### config.mk
export PLATFORM = sky130hd
export DESIGN_NAME = alu_out_stage
export DESIGN_NICKNAME = d
export VERILOG_FILES = /design/src/rtl/alu_out_stage.sv
export SDC_FILE = /design/constraint.sdc
export NUM_CORES = 1
export LEC_CHECK = 0
export ABC_AREA = 1
export ABC_CLOCK_PERIOD_IN_PS = 5350
export BUFFER_PORTS_ARGS = -buffer_cell sky130_fd_sc_hd__buf_2
export CORE_ASPECT_RATIO = 0.9
export CORE_UTILIZATION = 37
export CTS_BUF_LIST = sky130_fd_sc_hd__clkbuf_16
export DETAILED_ROUTE_END_ITERATION = 8
export GPL_ROUTABILITY_DRIVEN = 0
export RECOVER_POWER = 100
export SYNTH_ARGS = -nofsm -noshare
export SYNTH_HDL_FRONTEND = slang
export SYNTH_SLANG_ARGS = --single-unit
### constraint.sdc
create_clock -name clk -period 5.35 [get_ports clk]
set_input_delay 1.07 -clock clk [delete_from_list [all_inputs] [get_ports clk]]
set_output_delay 1.07 -clock clk [all_outputs]
set_load 0.01 [all_outputs]
### src/rtl/alu_out_stage.sv
// 4-bit add/subtract ALU with a registered result and flags, feeding a one-entry output register.
// lo and eu both act with 1-cycle latency; a lo while the output is full and unaccepted is dropped and sets a sticky overrun flag.
module alu_out_stage (
  input  logic       clk,
  input  logic       reset,
  input  logic [3:0] a_in,
  input  logic [3:0] b_in,
  input  logic       lb,
  input  logic       su,
  input  logic       eu,
  input  logic       lo,
  input  logic       out_ready,
  input  logic       ovr_clr,
  output logic [3:0] alu_out,
  output logic       carry,
  output logic       zero,
  output logic [3:0] out_data,
  output logic       out_valid,
  output logic       overrun,
  output logic [7:0] out_count
);

  typedef enum logic {EMPTY = 1'b0, FULL = 1'b1} state_t;

  state_t     state_q, state_d;
  logic [3:0] b_q, b_d;
  logic [3:0] alu_q, alu_d;
  logic       carry_q, carry_d;
  logic       zero_q, zero_d;
  logic [3:0] data_q, data_d;
  logic       ovr_q, ovr_d;
  logic [7:0] count_q, count_d;

  logic [4:0] operand_b;
  logic [4:0] sum;
  logic       ovr_set;

  // Subtract is A + ~B + 1, so carry doubles as "no borrow".
  assign operand_b = su ? ({1'b0, ~b_q} + 5'd1) : {1'b0, b_q};
  assign sum       = {1'b0, a_in} + operand_b;

  always_comb begin
    b_d     = b_q;
    alu_d   = alu_q;
    carry_d = carry_q;
    zero_d  = zero_q;
    if (lb) begin
      b_d = b_in;
    end
    if (eu) begin
      alu_d   = sum[3:0];
      carry_d = sum[4];
      zero_d  = (sum[3:0] == 4'd0);
    end
  end

  always_comb begin
    state_d = state_q;
    data_d  = data_q;
    count_d = count_q;
    ovr_set = 1'b0;
    unique case (state_q)
      EMPTY: begin
        if (lo) begin
          data_d  = a_in;
          state_d = FULL;
        end
      end
      FULL: begin
        if (out_ready) begin
          count_d = count_q + 8'd1;
          if (lo) begin
            data_d = a_in;
          end else begin
            state_d = EMPTY;
          end
        end else if (lo) begin
          ovr_set = 1'b1;
        end
      end
      default: state_d = EMPTY;
    endcase
    // A fresh overrun outranks a clear in the same cycle.
    ovr_d = ovr_set | (ovr_q & ~ovr_clr);
  end

  always_ff @(posedge clk or negedge reset) begin
    if (!reset) begin
      state_q <= EMPTY;
      b_q     <= 4'd0;
      alu_q   <= 4'd0;
      carry_q <= 1'b0;
      zero_q  <= 1'b0;
      data_q  <= 4'd0;
      ovr_q   <= 1'b0;
      count_q <= 8'd0;
    end else begin
      state_q <= state_d;
      b_q     <= b_d;
      alu_q   <= alu_d;
      carry_q <= carry_d;
      zero_q  <= zero_d;
      data_q  <= data_d;
      ovr_q   <= ovr_d;
      count_q <= count_d;
    end
  end

  assign alu_out   = alu_q;
  assign carry     = carry_q;
  assign zero      = zero_q;
  assign out_data  = data_q;
  assign out_valid = (state_q == FULL);
  assign overrun   = ovr_q;
  assign out_count = count_q;

endmodule

==> results of run 1 <==
-- routing by layer --
layer  track usage  part of all wire  wire length (um)
met5             0                 0                 0
met4        0.0584             0.014                35
met3        0.0340             0.052               127
met2         0.251              0.45              1100
met1         0.200              0.48              1180
-- Yosys cell counts --
master,n,area share
inv_1,16,0.048
nand2_1,44,0.13
nand3_1,6,0.024
or2_0,1,0.0050
nand4_1,4,0.020
fa_1,1,0.016
xor2_1,3,0.021
dfrtp_1,24,0.48
o21ai_0,4,0.016
o21ai_1,3,0.012
xnor2_1,2,0.014
buf_2,1,0.0040
nor2_2,1,0.0050
mux2_4,4,0.048
o22ai_1,1,0.0050
ha_1,7,0.069
a31oi_1,2,0.0099
a21oi_1,2,0.0079
nand2_2,3,0.015
nand4_2,1,0.0099
nor3_2,1,0.0079
nor2_1,7,0.021
inv_2,6,0.018
-- cell type report --
type | instances | share of cell area
Clock buffer | 3 | 0.0499
Clock inverter | 1 | 0.00250
Inverter | 22 | 0.0549
Multi-Input combinational cell | 97 | 0.363
Sequential cell | 24 | 0.399
Tap cell | 42 | 0.0349
Timing Repair Buffer | 35 | 0.0957
-- metrics by stage --
stage               hold WS (ns)  instances  utilization
floorplan                  0.506        144            -
global placement           0.453        220        0.470
detailed placement         0.461        220        0.470
CTS                        0.477        224        0.495
global route               0.503        224        0.476
finish                     0.476        224        0.476
-- worst reg2reg max path: stages, from the launching register on --
cell	delay (ns)
dfrtp_1	0.36
inv_2	0.05
ha_1	0.29
nand2_1	0.06
o21ai_0	0.16
fa_1	0.51
or2_0	0.21
nor2_1	0.10
nand4_1	0.09
nand2_1	0.06
-- where the power goes --
group	internal, mW	switching [mW]	leakage (nW)	total [mW]
combinational	0.0652	0.103	0.458	0.168
sequential	0.223	0.0398	0.290	0.263
clock	0.0999	0.0630	0.0385	0.163
-- registers in the layout (all words and copies together) (netlist names) --
register / flops
out_valid: 1
zero: 1
carry: 1
b_q: 4
out_data: 4
alu_out: 4
overrun: 1
out_count: 8
-- path summary, 6_finish.rpt --
kind | startpoint | slack [ns] | to | cells after the start
hold reg to reg | alu_out[0]$_DFFE_PN0P_ | 0.48 | alu_out[0]$_DFFE_PN0P_ | 2
setup / recovery | su | 3.03 | zero$_DFFE_PN0P_ | 7
min in group asynchronous | reset | 1.08 | out_count[3]$_DFFE_PN0P_ | 1
setup reg to reg | b_q[0]$_DFFE_PN0P_ | 3.39 | zero$_DFFE_PN0P_ | 9
max in group asynchronous | reset | 3.49 | out_count[1]$_DFFE_PN0P_ | 1
hold / removal | alu_out[0]$_DFFE_PN0P_ | 0.48 | alu_out[0]$_DFFE_PN0P_ | 2
-- logic make-up (layout without fill, tap and decap cells) --
kind of cell	count (synthesis)	after routing	share of synthesized area
adder cells (fa/ha/maj)	8	8	0.0851
AO/OA/AOI/OAI	12	12	0.0505
multiplexers	4	4	0.0475
AND/OR/NAND/NOR	68	68	0.238
buffers and inverters	23	61	0.0693
XOR/XNOR	5	5	0.0347
flip-flops	24	24	0.475
==> flow_summary.ini, run 1 <==
[cts]
cts_htree_levels = 1
clock-sinks = 24
clkTransAtPathRegs_ns = 0.06
ctsResizeCount = 0
cts.path.max_buffers = 2
holdBufCountCts = 0
numCtsBuffers = 3
clockRootBuffer = clkbuf_16
insertion_delay_ns = 0.26
post_cts_buffers = 0
cts_tree = built

[setup_path]
cp_slowest_cell = fa_1
start_kind = primary input
cp.required_ns = 5.55
critical_path_class = primary input to flip-flop
path_buf_inv = 1
crit_path_max_fanout = 4
endpoint_kind = flip-flop
arrival_ns = 2.52
critPathMaxStageDelay_ns = 0.50
critical-path-top-delay-family = adder cells
crit_chain = clkbuf_1, o21ai_0, fa_1, or2_0, nor2_1, nand4_1, nand2_1

[power_and_ir_drop]
ir_drop_mv = 0.154
power.total_mw = 0.594
power_density_nw_per_um2 = 395
p_leak_nw = 0.786

[detailed_routing]
wirelength_um = 2450
ant_nets = 0
vias = 1030
first_pass_iters = 4
drc_errors = 0
post_drt_wl_per_cell_um = 10.9
drtIter0Drc = 44
viasPerCell = 4.60

[timing]
finalCritPeriodShare = 0.433
drv_slew = 0
finalSetupViolCount = 0
finClkSkew_ns = 0.00168
clock.fmax_ghz = 0.431
period_needed_ns = 2.32
report.final.hold_viol_count = 0
fin_setup_tns_ns = 0
worst_slew_margin_rel = 0.125
rsz0062_at_grt = false
tightest_slew_ns = 1.31
setup_ws_ns = 3.03

[final_layout]
register_area_um2 = 601
layout_common_cells = nand2_1 (47), clkbuf_1 (25), dfrtp_1 (24)
area_growth_syn_to_layout_pct = 19.0
final_area_um2 = 1500
mostFrequentLayoutCell = nand2_1
final_nets = 207
final_layout_size_suffix_gt1_frac = 0.104
multi_input_area_um2 = 546
insertedDiodeCount = 0
n_fill_cell = 320

[floorplanning]
start_util = 0.400
die_h_um = 57.4
core_um2 = 3160
dieWidth_um = 63.6
io_pins = 36
die-area_um2 = 3650
num_rows = 19

[synth]
yosysUniqueCellTypes = 23
postSynthNetCount = 168
yosysWarnings = 0
syn_avg_cell_area_um2 = 8.78
yosysSeqAreaShare = 0.475
syn_area_um2 = 1260
synth-seq-cells = 24
syn_inst = 144

[hold_path]
worstHoldPathType = flip-flop to flip-flop

[placement]
io_buffers = 35
dp_slack_ns = 2.90
placed_area_um2 = 1490
post-dp-hpwl_um = 1910

[global_route]
grt_pass1_wl_um = 4280
grt_max_degree = 25
grt_util_all_layers = 0.154
overflow = 0
antenna_found_initial = 0
grt_pass1_vias = 985

[flow_run]
cap_viol_max_count = 0

[outcome]
outcome = finished, final reports clean
(Power assumes the default switching activity.)
==> inputs of run 2 (changes only) <==
--- a/config.mk
+++ b/config.mk
@@ -5,8 +5,8 @@
 export SDC_FILE = /design/constraint.sdc
 export NUM_CORES = 1
 export LEC_CHECK = 0
-export ABC_AREA = 1
-export ABC_CLOCK_PERIOD_IN_PS = 5350
+export ABC_AREA = 0
+export ABC_CLOCK_PERIOD_IN_PS = 1900
 export BUFFER_PORTS_ARGS = -buffer_cell sky130_fd_sc_hd__buf_2
 export CORE_ASPECT_RATIO = 0.9
 export CORE_UTILIZATION = 37
==> constraint.sdc (replaced) <==
create_clock -name clk -period 1.9 [get_ports clk]
set_input_delay 0.38 -clock clk [delete_from_list [all_inputs] [get_ports clk]]
set_output_delay 0.38 -clock clk [all_outputs]
set_load 0.01 [all_outputs]
==> run 2 against run 1 <==
  * The run now ends with negative setup slack left
  * Total power increased to 3.2 times the previous value
  * Area after synthesis decreased by 6.9%
  * Utilization increased by 7.8 points
  * Combinational power increased to 3.4 times the previous value
  * Sequential share of layout area decreased by 4.3 points
==> flow_summary.ini, run 2 <==
[outcome]
outcome = complete, but fails checks
violations = negative setup slack

[setup_path]
arrival_ns = 2.10
endpoint_kind = flip-flop
cp-startpoint = b_q[0]$_DFFE_PN0P_
start_kind = flip-flop
cp.required_ns = 2.04
crit_path_max_fanout = 3
critical_path_class = flip-flop to flip-flop
timing.rr.start = b_q[0]$_DFFE_PN0P_

[timing]
setup_ws_ns = -0.0584
tightest_slew_ns = 1.27
clock.fmax_ghz = 0.511
worst_slew_margin_rel = 0.156
finalCritPeriodShare = 1.03
timing.hold.ws_ns = 0.300
report.final.hold_viol_count = 0
rsz0062_at_grt = true
drv_slew = 0
fin_setup_tns_ns = -0.0584
finalSetupViolCount = 1
period_needed_ns = 1.96
finClkSkew_ns = 0.00159

[cts]
clock-sinks = 24
clkTransAtPathRegs_ns = 0.06
cts_htree_levels = 1
holdBufCountCts = 0
clockRootBuffer = clkbuf_16
numCtsBuffers = 3
cts.path.max_buffers = 2
cts_tree = built
insertion_delay_ns = 0.26

[power_and_ir_drop]
p_int_mw = 1.34
ir_drop_mv = 0.658
swShare = 0.293
power_switching_mw = 0.557
power.total_mw = 1.90
p_clk_frac = 0.317
combPwrFrac = 0.301
seq_power_share = 0.382
power_density_nw_per_um2 = 1130
p_leak_nw = 0.792

[detailed_routing]
post_drt_wl_per_cell_um = 13.2
first_pass_iters = 3
ant_nets = 0
wirelength_um = 2530
drc_errors = 0
met3_length_um = 75
wl_met1_um = 1120
viasPerCell = 4.81
drtIter0Drc = 21
wl_met2_um = 1320
vias = 924
highest_layer = met4

[global_route]
grt_pass1_vias = 895
antenna_found_initial = 0
grt_util_all_layers = 0.162
grt_max_degree = 25
overflow = 0
grt_pass1_wl_um = 4060

[placement]
io_buffers = 35
place_inst = 185
placed_area_um2 = 1460
post-dp-hpwl_um = 1770
dp_slack_ns = -0.0907

[final_layout]
final_area_um2 = 1680
mostFrequentLayoutCell = buf_2
area_growth_syn_to_layout_pct = 43.2
largest_reg_flops = 8
insertedDiodeCount = 0
final_layout_size_suffix_gt1_frac = 0.480
layout_common_cells = buf_2 (34), dfrtp_1 (24), nand2_1 (10)
final_nets = 175
fin_cells = 192
final_util = 0.553

[floorplanning]
dieWidth_um = 61.4
num_rows = 19
core_um2 = 3040
io_pins = 36
start_util = 0.387
die_h_um = 55.5
die-area_um2 = 3410

[synth]
ys_async_sr_fraction = 1.00
synth_top_flop_cell = dfrtp_1
synth_common_cells = dfrtp_1 (24), nand2_1 (11), mux2_2 (9), xnor2_1 (9), ha_1 (7)
syn_avg_cell_area_um2 = 11.5
yosysTopAreaCell = dfrtp_1
syn_inst = 102
yosysUniqueCellTypes = 26
synth_edf_count = 0
yosys-top-cells-area = dfrtp_1 (51%), mux2_2 (8.6%), ha_1 (7.4%)
syn_area_um2 = 1180
synth_top_cell_area_share = 0.511
yosysSeqAreaShare = 0.511
yosysMostFrequentCell = dfrtp_1
postSynthNetCount = 126
synth-seq-cells = 24
yosysWarnings = 0

[hold_path]
hold_start = ovr_clr
worstHoldPathType = primary input to flip-flop

[flow_run]
cap_viol_max_count = 0
run 2: cell count changes after synthesis, moves of 4 or more:
cell	change
mux2_2	+9
mux2_4	-4
xnor2_1	+7
nand2_1	-33
inv_1	-10
inv_2	-6
run 2: cell families (layout without fill, tap and decap cells):
group                    count (synthesis)  after routing  share of synthesized area
AO/OA/AOI/OAI                           11             11                     0.0585
multiplexers                             9              9                     0.0862
adder cells (fa/ha/maj)                  8              8                     0.0915
flip-flops                              24             24                      0.511
AND/OR/NAND/NOR                         33             33                      0.155
buffers and inverters                    7             55                     0.0234
XOR/XNOR                                10             10                     0.0745
run 2: repair_timing:
| action | in CTS | in global routing |
|---|---|---|
| endpoints found under the setup margin | 2 | 3 |
| hold endpoints to repair | 0 | 0 |
| pin swaps | 6 | 5 |
| setup buffers | 3 | 1 |
| gates resized for setup | 7 | 10 |
run 2: path summary, 6_finish.rpt:
kind,end,slack [ns],cells past startpoint
setup / recovery,zero$_DFFE_PN0P_,-0.06,8
hold / removal,overrun$_DFF_PN0_,0.30,2
setup reg to reg,zero$_DFFE_PN0P_,-0.06,8
hold reg to reg,out_count[7]$_DFFE_PN0P_,0.46,1
max in group asynchronous,out_count[0]$_DFFE_PN0P_,0.78,1
min in group asynchronous,out_count[5]$_DFFE_PN0P_,0.38,1
run 2: area by class of cell:
class                      instances  area (um2)
sequential                        24         601
multi-input combinational         71         647
clock buffer                       3        75.1
clock inverter                     1        30.0
timing repair buffer              45         256
inverter                           6        22.5
fill                             304        1360
tap                               42        52.6
run 2: metal layers:
metal  up-vias  track usage
met4         0       0.0476
met3         2       0.0281
met5         -            0
met2        19        0.266
met1       445        0.216
li1        458            -
run 2: power groups by stage:
stage | Clock (mW) | Sequential, mW | Combinational [mW]
4_1_cts | 0.615 | 0.728 | 0.536
6_report | 0.602 | 0.726 | 0.572
3_3_place_gp | 0 | 0.729 | 0.488
2_1_floorplan | 0 | 0.783 | 0.231
3_5_place_dp | 0 | 0.735 | 0.501
5_1_grt | 0.632 | 0.748 | 0.634
run 2: critical path: stages, from the launching register on:
cell     delay (ns)
dfrtp_1        0.39
inv_2          0.08
ha_4           0.20
nand2_4        0.06
o21ai_4        0.06
fa_2           0.61
nor2_2         0.05
and4_1         0.15
a211o_1        0.25
==> inputs of run 3 (changes only) <==
--- a/config.mk
+++ b/config.mk
@@ -6,7 +6,7 @@
 export NUM_CORES = 1
 export LEC_CHECK = 0
 export ABC_AREA = 0
-export ABC_CLOCK_PERIOD_IN_PS = 1900
+export ABC_CLOCK_PERIOD_IN_PS = 1810
 export BUFFER_PORTS_ARGS = -buffer_cell sky130_fd_sc_hd__buf_2
 export CORE_ASPECT_RATIO = 0.9
 export CORE_UTILIZATION = 37
@@ -14,6 +14,7 @@
 export DETAILED_ROUTE_END_ITERATION = 8
 export GPL_ROUTABILITY_DRIVEN = 0
 export RECOVER_POWER = 100
+export SKIP_CTS_REPAIR_TIMING = 1
 export SYNTH_ARGS = -nofsm -noshare
 export SYNTH_HDL_FRONTEND = slang
 export SYNTH_SLANG_ARGS = --single-unit
==> constraint.sdc (replaced) <==
create_clock -name clk -period 1.81 [get_ports clk]
set_input_delay 0.362 -clock clk [delete_from_list [all_inputs] [get_ports clk]]
set_output_delay 0.362 -clock clk [all_outputs]
set_load 0.01 [all_outputs]
==> run 3 against run 2 <==
  * The flow still finishes with violations (negative setup slack)
  * Sequential share of layout area is 0.95 points higher
  * Clock-buffer cell count stayed put
  * Total power is 3.7% higher
  * Register-to-register slack worse by 0.07 ns
  * Final cell count stayed put
  * Clock skew is 0.00058 ns higher
  * Critical path type unchanged
==> flow_summary.ini, run 3 (synthesis results as in run 2) <==
[final_layout]
final_util = 0.539
layout_common_cells = buf_2 (34), dfrtp_1 (24), nand2_1 (10), buf_4 (10), mux2_2 (9)
final_nets = 175
register_area_um2 = 601
multi_input_area_um2 = 611
insertedDiodeCount = 0
largest_reg_flops = 8
area_growth_syn_to_layout_pct = 39.5
n_fill_cell = 306
fin_cells = 192
final_layout_size_suffix_gt1_frac = 0.447
mostFrequentLayoutCell = buf_2
final_area_um2 = 1640

[setup_path]
r2r_end = zero$_DFFE_PN0P_
rr_worst_depth = 8
timing.rr.start = b_q[1]$_DFFE_PN0P_
crit_end = zero$_DFFE_PN0P_
rrSetupSlack_ns = -0.13
crit_path_max_fanout = 3
arrival_ns = 2.09
cp-startpoint = b_q[1]$_DFFE_PN0P_
critical_path_class = flip-flop to flip-flop
endpoint_kind = flip-flop
cp.required_ns = 1.96
start_kind = flip-flop

[placement]
io_buffers = 35
post-dp-hpwl_um = 1760
placed_area_um2 = 1470
place_inst = 186
dp_slack_ns = -0.179

[global_route]
antenna_found_initial = 0
overflow = 0
grt_pass1_vias = 859
grt_util_all_layers = 0.157
grt_max_degree = 25
grt_pass1_wl_um = 3930

[timing]
clock.fmax_ghz = 0.515
period_needed_ns = 1.94
tightest_slew_ns = 1.27
worst_slew_margin_rel = 0.151
finClkSkew_ns = 0.00217
setup_ws_ns = -0.131
rsz0062_at_grt = true
finalSetupViolCount = 3
finalCritPeriodShare = 1.07
drv_slew = 0
report.final.hold_viol_count = 0

[detailed_routing]
vias = 913
post_drt_wl_per_cell_um = 12.2
viasPerCell = 4.76
drc_errors = 0
wl_met2_um = 1120
first_pass_iters = 2
highest_layer = met4
drtIter0Drc = 23
wirelength_um = 2350
wl_met1_um = 1110
met3_length_um = 94
ant_nets = 0

[power_and_ir_drop]
p_int_mw = 1.40
p_clk_frac = 0.321
ir_drop_mv = 0.574
seq_power_share = 0.387
swShare = 0.289
power.total_mw = 1.97
power_density_nw_per_um2 = 1200
p_leak_nw = 0.789
power_switching_mw = 0.569
combPwrFrac = 0.292

[cts]
clkTransAtPathRegs_ns = 0.06
cts_tree = built
numCtsBuffers = 3
cts_htree_levels = 1
clock-sinks = 24
clockRootBuffer = clkbuf_16
cts.path.max_buffers = 2
insertion_delay_ns = 0.26

[hold_path]
worstHoldPathType = primary input to flip-flop

[floorplanning]
die_h_um = 55.5
core_um2 = 3040
dieWidth_um = 61.4
die-area_um2 = 3410
io_pins = 36
num_rows = 19
start_util = 0.387

[flow_run]
cap_viol_max_count = 0

[outcome]
outcome = complete, but fails checks
violations = negative setup slack
-- run 3: cell counts in the layout (fill, tap and decap cells not counted) --
Identical to the previous run, type by type.
-- run 3: critical path, cell delays in order, from the launching register on --
cell and delay, ns:
dfrtp_1 0.39, inv_2 0.09, ha_4 0.21, nand2_4 0.06, o21ai_4 0.06, fa_2 0.56, nor4b_1 0.05, and4_1 0.15
a211o_1 0.26
-- run 3: worst min-delay path by stage --
stage | end | slack, ns | start | cells after the start
floorplan | alu_out[0]$_DFFE_PN0P_ | 0.07 | reset | 0
global placement | out_count[5]$_DFFE_PN0P_ | 0.38 | reset | 1
detailed placement | out_count[5]$_DFFE_PN0P_ | 0.38 | reset | 1
CTS | out_count[5]$_DFFE_PN0P_ | 0.10 | reset | 1
global route | overrun$_DFF_PN0_ | 0.28 | ovr_clr | 2
finish | overrun$_DFF_PN0_ | 0.28 | ovr_clr | 2
-- run 3: layout make-up --
cell class,count,area share
multi-input combinational,71,0.372
tap,42,0.0320
inverter,6,0.0137
clock buffer,3,0.0458
clock inverter,1,0.0183
timing repair buffer,45,0.152
sequential,24,0.366
-- run 3: power by group through the flow --
stage                     clock [mW]  combinational [mW]  sequential [mW]
after global routing           0.670               0.651            0.783
final                          0.632               0.576            0.762
after detailed placement           0               0.531            0.774
after floorplan                    0               0.243            0.822
after global placement             0               0.519            0.765
after CTS                      0.649               0.535            0.763
-- run 3: layer usage --
layer | track usage | vias up
li1 | - | 452
met1 | 0.227 | 435
met2 | 0.228 | 22
met3 | 0.0422 | 4
met4 | 0.0476 | 0
met5 | 0 | -
-- run 3: through the flow --
step                hold WS (ns)  setup TNS (ns)
finish                     0.280          -0.201
global route               0.276          -0.552
CTS                        0.103          -0.291
detailed placement         0.382          -0.261
global placement           0.378          -0.202
floorplan                 0.0664          -0.110
